`config.mk`:
```
export PLATFORM = sky130hd
export DESIGN_NAME = uart_waveform_receiver_flat
export DESIGN_NICKNAME = d
export VERILOG_FILES = /design/src/rtl/uart_waveform_receiver_if.sv /design/src/rtl/uart_waveform_receiver.sv /design/src/flat_wrapper.sv
export SDC_FILE = /design/constraint.sdc
export NUM_CORES = 1
export LEC_CHECK = 0
export ABC_AREA = 0
export BUFFER_PORTS_ARGS = -buffer_cell sky130_fd_sc_hd__buf_4
export CORE_MARGIN = 2
export CORE_UTILIZATION = 55
export CTS_CLUSTER_SIZE = 10
export DETAILED_ROUTE_END_ITERATION = 8
export PLACE_DENSITY = 0.75
export SKIP_CTS_REPAIR_TIMING = 1
export SYNTH_ARGS = -nofsm -noshare
export SYNTH_HDL_FRONTEND = slang
export SYNTH_SLANG_ARGS = --single-unit
```
`constraint.sdc`:
```
create_clock -name clk -period 3.85 [get_ports clk]
set_input_delay 0.1925 -clock clk [delete_from_list [all_inputs] [get_ports clk]]
set_output_delay 0.1925 -clock clk [all_outputs]
set_load 0.03 [all_outputs]
```
`src/rtl/uart_waveform_receiver_if.sv`:
```
// Serial input, error clear and the reassembled sample/wave stream of the waveform receiver.
// The receiver takes the master side; the consumer of the sample stream takes the slave side.
interface uart_waveform_receiver_if;
  logic        uart_rx;
  logic        clear_err;
  logic [13:0] sample;
  logic [15:0] sample_index;
  logic        sample_valid;
  logic [15:0] wave_number;
  logic        wave_valid;
  logic        framing_error;
  logic        seq_error;
  logic        busy;

  modport master (
    input  uart_rx, clear_err,
    output sample, sample_index, sample_valid, wave_number, wave_valid,
           framing_error, seq_error, busy
  );

  modport slave (
    output uart_rx, clear_err,
    input  sample, sample_index, sample_valid, wave_number, wave_valid,
           framing_error, seq_error, busy
  );
endinterface

```
`src/rtl/uart_waveform_receiver.sv`:
```
// UART deserialiser that rebuilds waveform records (3-byte sample groups plus a 3-byte trailer)
// into an indexed sample stream and a wave number.
module uart_waveform_receiver #(
  parameter int CLKS_PER_BIT = 16,
  parameter int STOP_BITS    = 3,
  parameter int NUM_SAMPLES  = 2000,
  parameter int IDLE_TIMEOUT = 4096
) (
  input  logic                     clk,
  input  logic                     reset_n,
  uart_waveform_receiver_if.master bus
);

  localparam int TW = (CLKS_PER_BIT > 1) ? $clog2(CLKS_PER_BIT) : 1;
  localparam int SW = $clog2(STOP_BITS + 1);
  localparam int IW = $clog2(IDLE_TIMEOUT + 1);
  localparam logic [TW-1:0] BIT_LAST  = TW'(CLKS_PER_BIT - 1);
  localparam logic [TW-1:0] HALF_LAST = TW'(CLKS_PER_BIT / 2 - 1);
  localparam logic [SW-1:0] STOP_LAST = SW'(STOP_BITS - 1);
  localparam logic [IW-1:0] IDLE_LAST = IW'(IDLE_TIMEOUT - 1);
  localparam logic [15:0]   NUM_S     = 16'(NUM_SAMPLES);

  typedef enum logic [1:0] {IDLE, START, DATA, STOP} state_t;

  state_t          state, state_next;
  logic            tick;
  logic            rx_meta, rx_sync, rx_prev;
  logic            rx_fall, rx_rise;
  logic [TW-1:0]   bit_tmr;
  logic [2:0]      bit_cnt;
  logic [SW-1:0]   stop_cnt;
  logic            stop_bad;
  logic [7:0]      shift;
  logic            byte_accept, byte_abort;
  logic [IW-1:0]   idle_tmr;
  logic            timeout_hit;
  logic [1:0]      byte_cnt;
  logic [15:0]     sample_cnt, next_cnt;
  logic [5:0]      hi;
  logic [7:0]      lo;
  logic            in_samples, framing_evt, seq_evt;

  always_ff @(posedge clk or negedge reset_n) begin
    if (!reset_n) begin
      rx_meta <= 1'b1;
      rx_sync <= 1'b1;
      rx_prev <= 1'b1;
    end else begin
      rx_meta <= bus.uart_rx;
      rx_sync <= rx_meta;
      rx_prev <= rx_sync;
    end
  end

  assign rx_fall = rx_prev & ~rx_sync;
  assign rx_rise = ~rx_prev & rx_sync;

  always_ff @(posedge clk or negedge reset_n) begin
    if (!reset_n) state <= IDLE;
    else          state <= state_next;
  end

  // tick marks the cycle the line is sampled: half a bit into the start bit, then every full bit.
  always_comb begin
    state_next = state;
    tick       = 1'b0;
    case (state)
      IDLE:  if (rx_fall) state_next = START;
      START: if (bit_tmr == HALF_LAST) begin
               tick       = 1'b1;
               state_next = rx_sync ? IDLE : DATA;
             end
      DATA:  if (bit_tmr == BIT_LAST) begin
               tick = 1'b1;
               if (bit_cnt == 3'd7) state_next = STOP;
             end
      STOP:  if (bit_tmr == BIT_LAST) begin
               tick = 1'b1;
               if (stop_cnt == STOP_LAST) state_next = IDLE;
             end
      default: state_next = IDLE;
    endcase
  end

  always_ff @(posedge clk or negedge reset_n) begin
    if (!reset_n) begin
      bit_tmr     <= '0;
      bit_cnt     <= '0;
      stop_cnt    <= '0;
      stop_bad    <= 1'b0;
      shift       <= '0;
      byte_accept <= 1'b0;
      byte_abort  <= 1'b0;
    end else begin
      byte_accept <= 1'b0;
      byte_abort  <= 1'b0;
      if (state == IDLE || tick) bit_tmr <= '0;
      else                       bit_tmr <= bit_tmr + 1'b1;
      if (state == START) begin
        bit_cnt  <= '0;
        stop_cnt <= '0;
        stop_bad <= 1'b0;
      end
      if (state == DATA && tick) begin
        shift   <= {rx_sync, shift[7:1]};
        bit_cnt <= bit_cnt + 3'd1;
      end
      if (state == STOP && tick) begin
        if (stop_cnt == STOP_LAST) begin
          stop_cnt    <= '0;
          stop_bad    <= 1'b0;
          byte_accept <= rx_sync & ~stop_bad;
          byte_abort  <= ~rx_sync | stop_bad;
        end else begin
          stop_cnt <= stop_cnt + 1'b1;
          stop_bad <= stop_bad | ~rx_sync;
        end
      end
    end
  end

  assign bus.busy    = (byte_cnt != 2'd0) || (sample_cnt != 16'd0) || (state != IDLE);
  assign timeout_hit = (state == IDLE) && rx_sync && (idle_tmr == IDLE_LAST) && bus.busy;

  // Idle counter only runs while the line sits high in IDLE; it saturates once the timeout fires.
  always_ff @(posedge clk or negedge reset_n) begin
    if (!reset_n)                                       idle_tmr <= '0;
    else if (state != IDLE || !rx_sync || rx_rise)      idle_tmr <= '0;
    else if (idle_tmr != IDLE_LAST)                     idle_tmr <= idle_tmr + 1'b1;
  end

  assign next_cnt    = sample_cnt + 16'd1;
  assign in_samples  = sample_cnt < NUM_S;
  assign framing_evt = (state == STOP) && tick && !rx_sync;
  assign seq_evt     = byte_accept && in_samples && (byte_cnt == 2'd2) && (shift != next_cnt[7:0]);

  always_ff @(posedge clk or negedge reset_n) begin
    if (!reset_n) begin
      byte_cnt         <= '0;
      sample_cnt       <= '0;
      hi               <= '0;
      lo               <= '0;
      bus.sample       <= '0;
      bus.sample_index <= '0;
      bus.sample_valid <= 1'b0;
      bus.wave_number  <= '0;
      bus.wave_valid   <= 1'b0;
    end else begin
      bus.sample_valid <= 1'b0;
      bus.wave_valid   <= 1'b0;
      if (byte_abort || timeout_hit) begin
        byte_cnt   <= '0;
        sample_cnt <= '0;
      end else if (byte_accept) begin
        case (byte_cnt)
          2'd0: begin
            hi       <= shift[5:0];
            lo       <= shift;
            byte_cnt <= 2'd1;
          end
          2'd1: begin
            lo       <= shift;
            byte_cnt <= 2'd2;
            if (!in_samples) begin
              bus.wave_number <= {lo, shift};
              bus.wave_valid  <= 1'b1;
            end
          end
          default: begin
            byte_cnt <= 2'd0;
            if (in_samples) begin
              bus.sample       <= {hi, lo};
              bus.sample_index <= sample_cnt;
              bus.sample_valid <= 1'b1;
              sample_cnt       <= next_cnt;
            end else begin
              sample_cnt <= '0;
            end
          end
        endcase
      end
    end
  end

  // An error event in the same cycle as clear_err wins, so no event is ever lost.
  always_ff @(posedge clk or negedge reset_n) begin
    if (!reset_n) begin
      bus.framing_error <= 1'b0;
      bus.seq_error     <= 1'b0;
    end else begin
      bus.framing_error <= (bus.framing_error & ~bus.clear_err) | framing_evt;
      bus.seq_error     <= (bus.seq_error & ~bus.clear_err) | seq_evt;
    end
  end

endmodule
```
`src/flat_wrapper.sv`:
```
// flat-port wrapper written by rule: the top's interface ports become plain ports
module uart_waveform_receiver_flat 
#(
  parameter int CLKS_PER_BIT = 16,
  parameter int STOP_BITS    = 3,
  parameter int NUM_SAMPLES  = 2000,
  parameter int IDLE_TIMEOUT = 4096
)
  (clk, reset_n, bus_uart_rx, bus_clear_err, bus_sample, bus_sample_index, bus_sample_valid, bus_wave_number, bus_wave_valid, bus_framing_error, bus_seq_error, bus_busy);
  uart_waveform_receiver_if bus_i ();
  input  logic clk;
  input  logic reset_n;
  input wire logic [$bits(bus_i.uart_rx)-1:0] bus_uart_rx;
  input wire logic [$bits(bus_i.clear_err)-1:0] bus_clear_err;
  output wire logic [$bits(bus_i.sample)-1:0] bus_sample;
  output wire logic [$bits(bus_i.sample_index)-1:0] bus_sample_index;
  output wire logic [$bits(bus_i.sample_valid)-1:0] bus_sample_valid;
  output wire logic [$bits(bus_i.wave_number)-1:0] bus_wave_number;
  output wire logic [$bits(bus_i.wave_valid)-1:0] bus_wave_valid;
  output wire logic [$bits(bus_i.framing_error)-1:0] bus_framing_error;
  output wire logic [$bits(bus_i.seq_error)-1:0] bus_seq_error;
  output wire logic [$bits(bus_i.busy)-1:0] bus_busy;
  assign bus_i.uart_rx = bus_uart_rx;
  assign bus_i.clear_err = bus_clear_err;
  assign bus_sample = bus_i.sample;
  assign bus_sample_index = bus_i.sample_index;
  assign bus_sample_valid = bus_i.sample_valid;
  assign bus_wave_number = bus_i.wave_number;
  assign bus_wave_valid = bus_i.wave_valid;
  assign bus_framing_error = bus_i.framing_error;
  assign bus_seq_error = bus_i.seq_error;
  assign bus_busy = bus_i.busy;
  uart_waveform_receiver #(.CLKS_PER_BIT(CLKS_PER_BIT), .STOP_BITS(STOP_BITS), .NUM_SAMPLES(NUM_SAMPLES), .IDLE_TIMEOUT(IDLE_TIMEOUT)) u_core (.clk(clk), .reset_n(reset_n), .bus(bus_i));
endmodule
```
# After elaboration in Yosys (flattened, before gate mapping)
# Cells that the tools add are included.
[classes]
order_cmp = 1
reduce_logical = 33
bitwise_logic = 15
n_mux = 41
n_addsub = 5
n_eq_ne = 19
[ops]
columns = ["operator", "n"]
rows = [
  ["2-to-1 mux 16 bit", 4],
  ["2-to-1 mux 13 bit", 2],
  ["2-to-1 mux 2 bit", 12],
  ["2-to-1 mux 1 bit", 17],
  ["adder 16 x 1 -> 16 bit (second input constant)", 1],
  ["< comparator 16 x 11 -> 1 bit (second input constant)", 1],
  ["nonzero test 16 bit", 1],
  ["inequality test 2 x 1 -> 1 bit (second input constant)", 7],
  ["adder 13 x 1 -> 13 bit (second input constant)", 1],
  ["== test 13 x 12 -> 1 bit (second input constant)", 1],
  ["inequality test 13 x 12 -> 1 bit (second input constant)", 1],
  ["nonzero test 2 bit", 6],
  ["logical AND 1 bit", 9],
  ["== test 2 bit (second input constant)", 4],
  ["inequality test 8 bit", 1],
  ["case mux 2 bit (4 select lines)", 1],
  ["AND reduction 4 bit", 2],
  ["inverter 1 bit", 7],
  ["logical OR 1 bit", 6],
  ["2-to-1 mux 3 bit", 2],
  ["AND reduction 3 bit", 2],
  ["AND reduction 6 bit", 1],
  ["bitwise AND 1 bit", 5],
  ["adder 4 x 1 -> 4 bit (second input constant)", 1],
  ["14 further kinds", 19],
]
[word_totals]
input_bits = 4
word_cells = 137
regBits = 120

# Logic depth before layout (Yosys ltp)
[logic_depth]
word_depth = 7
ltp_mapped = 8
depth_no_buf = 7

# Worst setup path after synthesis
# OpenSTA, ideal clock, no wires.
[synth_path]
kind = "reg2reg"
from = "register u_core.sample_cnt[0]"
to = "register u_core.bus.wave_number[0]"
path_buffers = 1
path_stages_with_launch = 9
arrival_ns = 2.026
path_slack_ns = 1.699
setup_ns = 0.125
period_less_slack_ns = 2.151
path_cell_list = "dfrtp_1 > inv_1 > ha_1 > nor4b_1 > nand2_1 > o311a_1 > nor2_4 > buf_12 > mux2_4"
[synth_via]
elab_chain_cells = 7
word_cells_on_any_way = 9
classes_between = "1 x order compare; 2 x bitwise; 6 x reduce/logical"
[synth_rtl]
columns = ["item", "line", "source"]
rows = [
  ["start: declaration", "uart_waveform_receiver.sv:38", "logic [15:0] sample_cnt, next_cnt;"],
  ["start signal: assignment", "uart_waveform_receiver.sv:175", "sample_cnt <= next_cnt;"],
  ["branches (longest 6 deep; another with < comparator 16 x 11 -> 1 bit)", "n/a", ""],
  ["AND reduction 4 bit (no source line) (*)", "n/a", ""],
  ["end signal: assignment", "uart_waveform_receiver.sv:165", "bus.wave_number <= {lo, shift};"],
  ["end: declaration", "uart_waveform_receiver_if.sv:17", "output sample, sample_index, sample_valid, wave_number, wave_valid,"],
]
# Every way passes the cells marked *.
# A chain may end at the register's enable or synchronous reset.

# Worst setup path after layout
[layout_path]
from = "register u_core.sample_cnt[4]"
to = "register u_core.bus.sample[0]"
[layout_via]
elab_chain_cells = 7
word_cells_on_any_way = 8
classes_between = "1 x order compare; 1 x bitwise; 6 x reduce/logical"
[layout_rtl]
columns = ["item", "line", "source"]
rows = [
  ["branches (longest 6 deep; another with < comparator 16 x 11 -> 1 bit)", "n/a", ""],
  ["AND reduction 4 bit (no source line) (*)", "n/a", ""],
  ["end signal: assignment", "uart_waveform_receiver.sv:172", "bus.sample <= {hi, lo};"],
  ["end: declaration", "uart_waveform_receiver_if.sv:17", ""],
]
# Marked as above.

==> out/results.tsv <==
metric	value	unit
setup_ws	1.217	ns
fin_util	0.6726	
die_area	10780	µm²
fin_tns_setup	0	ns
core	9729	µm²
via_per_inst	5.670	
fin_crit_sh	0.6839	
drtIter0Drc	203	
io_pins	55	
die_x	103.8	µm
worst_pin_slew	0.8405	ns
multi_input_area	2310	µm²
drc	0	
grt_start_max_net_pins	68	
synth_top_area_share	0.5341	
antenna_cells	0	
end_kind	flip-flop	
fin_crit	2.633	ns
place_ws	1.252	ns
gp_congestion	0.8470	
wl	10990	µm
yosysSeqAreaShare	0.5485	
grt_first_pass_wirelength	18150	µm
synth.avg_cell_area	12.24	µm²
max-cap-violations	0	
hp-class	input pin to asynchronous set/reset pin	
dp_hpwl	7026	µm
wl_per_cell	16.85	µm
setup_viol	0	
power_switching	0.0008074	W
cts.clk_slew.worst_paths	0.06	ns
criticalPathCategory	flip-flop to flip-flop	
combPwrFrac	0.070	
fillers	707	
grt_use_total	0.2139	
numCtsBuffers	17	
worst_setup_path_start_kind	flip-flop	
netlist_top_cells_area	dfrtp_1, mux2_4, mux2_2, nor2_1, xor2_1	
ys_types	54	
power_density	474.3	nW/µm²
clkPwrFrac	0.480	
synth_top_cell_by_area	dfrtp_1	
max_freq	379.8	MHz
async_reset_ff_frac	1.000	
drive_gt1_frac	0.3179	
grt_pass1_vias	3618	
ys_ff_latch	120	
syn_area	5482	µm²
synth_flop_cell	dfrtp_1	
grt_remaining_overflow	0	
rows	36	
cts_num_sinks	120	
power	0.003104	W
die_h	103.8	µm
area_growth	19.38	%
antenna_found_initial	0	
seqPwrFrac	0.450	
clock_skew	0.005352	ns
via_count	3697	
io_buffers	54	
start_util	0.5634	
maxSlewViolCount	0	
internal-power	0.002296	W
hold_viol	0	
syn_inst	448	
clk_latency	0.52	ns
place_area	5948	µm²
postRouteAntennaNets	0	
slew_headroom	0.4397	
synth_edf_count	0	
fin_nets	516	
status	finished, final reports clean	
peakVddDrop	0.4039	mV
firstDrtPassIters	4	
rsz0062_at_grt	false	
yosysWarnings	0	
leakage	3.213	nW
cts_tree	done	
synth_nets	458	
cts.htree.levels	4	
required	4.26	ns
cts_buffer_depth	2	
power.share.switching	0.2601	
final_area	6544	µm²
ctsRootBufferMaster	clkbuf_8	
cp.arrival	3.04	ns
cp_max_fo	31	
seq_area	3007	µm²
[sequential cells by signal (all words and copies together), names as in the netlist, named ones only]
signal,flops
u_core.bit_cnt,3
u_core.stop_cnt,2
u_core.sample_cnt,16
u_core.idle_tmr,13
u_core.byte_cnt,2
u_core.rx_meta,1
u_core.lo,8
u_core.rx_sync,1
u_core.bus.sample_valid,1
u_core.shift,8
u_core.hi,6
u_core.bit_tmr,4
u_core.stop_bad,1
u_core.bus.wave_number,16
u_core.bus.wave_valid,1
u_core.state,1
u_core.rx_prev,1
u_core.bus.seq_error,1
u_core.bus.sample_index,16
u_core.byte_abort,1
u_core.bus.sample,14
u_core.byte_accept,1
u_core.bus.framing_error,1
[through the flow]
stage	cells	hold slack, ns
after CTS	649	-0.2475
final	652	0.3142
after global routing	652	0.3078
after global placement	617	0.3022
after floorplan	448	-0.1031
after detailed placement	617	0.3018
[cells by family after synthesis]
logic type                 synth area share
muxes                                0.1577
DFF                                  0.5485
buffers and inverters               0.03013
adders and majority gates           0.01370
xor gates and xnor gates            0.03515
and+or+nand+nor                      0.1495
AOI/OAI and AO/OA                   0.06528
[power by group through the flow]
stage	registers, W	logic, W	clock network [W]
floorplan	0.00139	0.000164	0
global placement	0.00141	0.000203	0
detailed placement	0.00142	0.000214	0
CTS	0.00140	0.000219	0.00151
global route	0.00140	0.000247	0.00158
finish	0.00140	0.000217	0.00149
[cell type report]
type,count,share of cell area
Inverter,12,0.006883
Multi-Input combinational cell,296,0.3530
Tap cell,133,0.02543
Timing Repair Buffer,59,0.06883
Clock inverter,14,0.02103
Sequential cell,120,0.4595
Clock buffer,18,0.06539
[Yosys cell counts (6+ instances only)]
cell and n:
ha_1 6, xor2_1 12, mux2_4 33, and2_1 8, mux2_2 31, o21ai_0 18
nand3_1 19, clkbuf_1 10, nand4_1 9, nor3b_1 6, nor3_1 8, xnor2_1 10
inv_1 12, a21oi_1 15, and3_1 11, nand2_1 19, dfrtp_1 117, nor2_1 36
[cells in the final DEF, fill, tap and decap left out, types with 3 or more instances in the layout]
master | Yosys | final
dfstp_2 | 3 | 3
dfrtp_1 | 117 | 117
or3_1 | 5 | 5
nand3_1 | 19 | 19
o31ai_1 | 3 | 3
and2b_1 | 3 | 3
and2_1 | 8 | 8
dlygate4sd3_1 | 0 | 3
a21oi_1 | 15 | 15
o21ai_0 | 18 | 18
o211ai_1 | 4 | 4
inv_1 | 12 | 12
and3_1 | 11 | 11
ha_1 | 6 | 6
xor2_1 | 12 | 12
nor3_1 | 8 | 8
clkbuf_16 | 0 | 16
clkinvlp_4 | 0 | 4
inv_6 | 0 | 6
o22a_1 | 3 | 3
nor3b_1 | 6 | 6
mux2_4 | 33 | 33
nand2_1 | 19 | 19
nor4_1 | 3 | 3
xnor2_1 | 10 | 10
nor2b_1 | 3 | 3
nand4_1 | 9 | 9
nor2_1 | 36 | 36
mux2_2 | 31 | 31
buf_4 | 0 | 56
o22ai_1 | 5 | 5
[final timing paths]
| kind | startpoint | end | slack [ns] | cells past startpoint |
|---|---|---|---|---|
| max in group asynchronous | reset_n | u_core.hi[3] | 2.60 | 3 |
| setup reg to reg | u_core.sample_cnt[4] | u_core.bus.sample[0] | 1.22 | 5 |
| setup / recovery | u_core.sample_cnt[4] | u_core.bus.sample[0] | 1.22 | 5 |
| hold / removal | reset_n | u_core.idle_tmr[9] | 0.31 | 2 |
| hold reg to reg | u_core.rx_meta | u_core.rx_sync | 0.36 | 0 |
| min in group clk | bus_uart_rx | u_core.rx_meta | 0.33 | 2 |
[per-layer routing]
metal,up-vias,global-route usage,part of all wire
met5,-,0,0
met4,0,0.07529,0.011
met3,15,0.06167,0.052
met2,113,0.3228,0.48
met1,1846,0.2981,0.46
li1,1723,-,-
[critical path, stage by stage (launching register included)]
cell and delay (ns):
dfrtp_1 0.55, o211ai_1 0.18, o2111ai_1 0.70, nor2_1 0.19
nand2_4 0.50, mux2_2 0.39
Power figures use the tool's default switching activity.
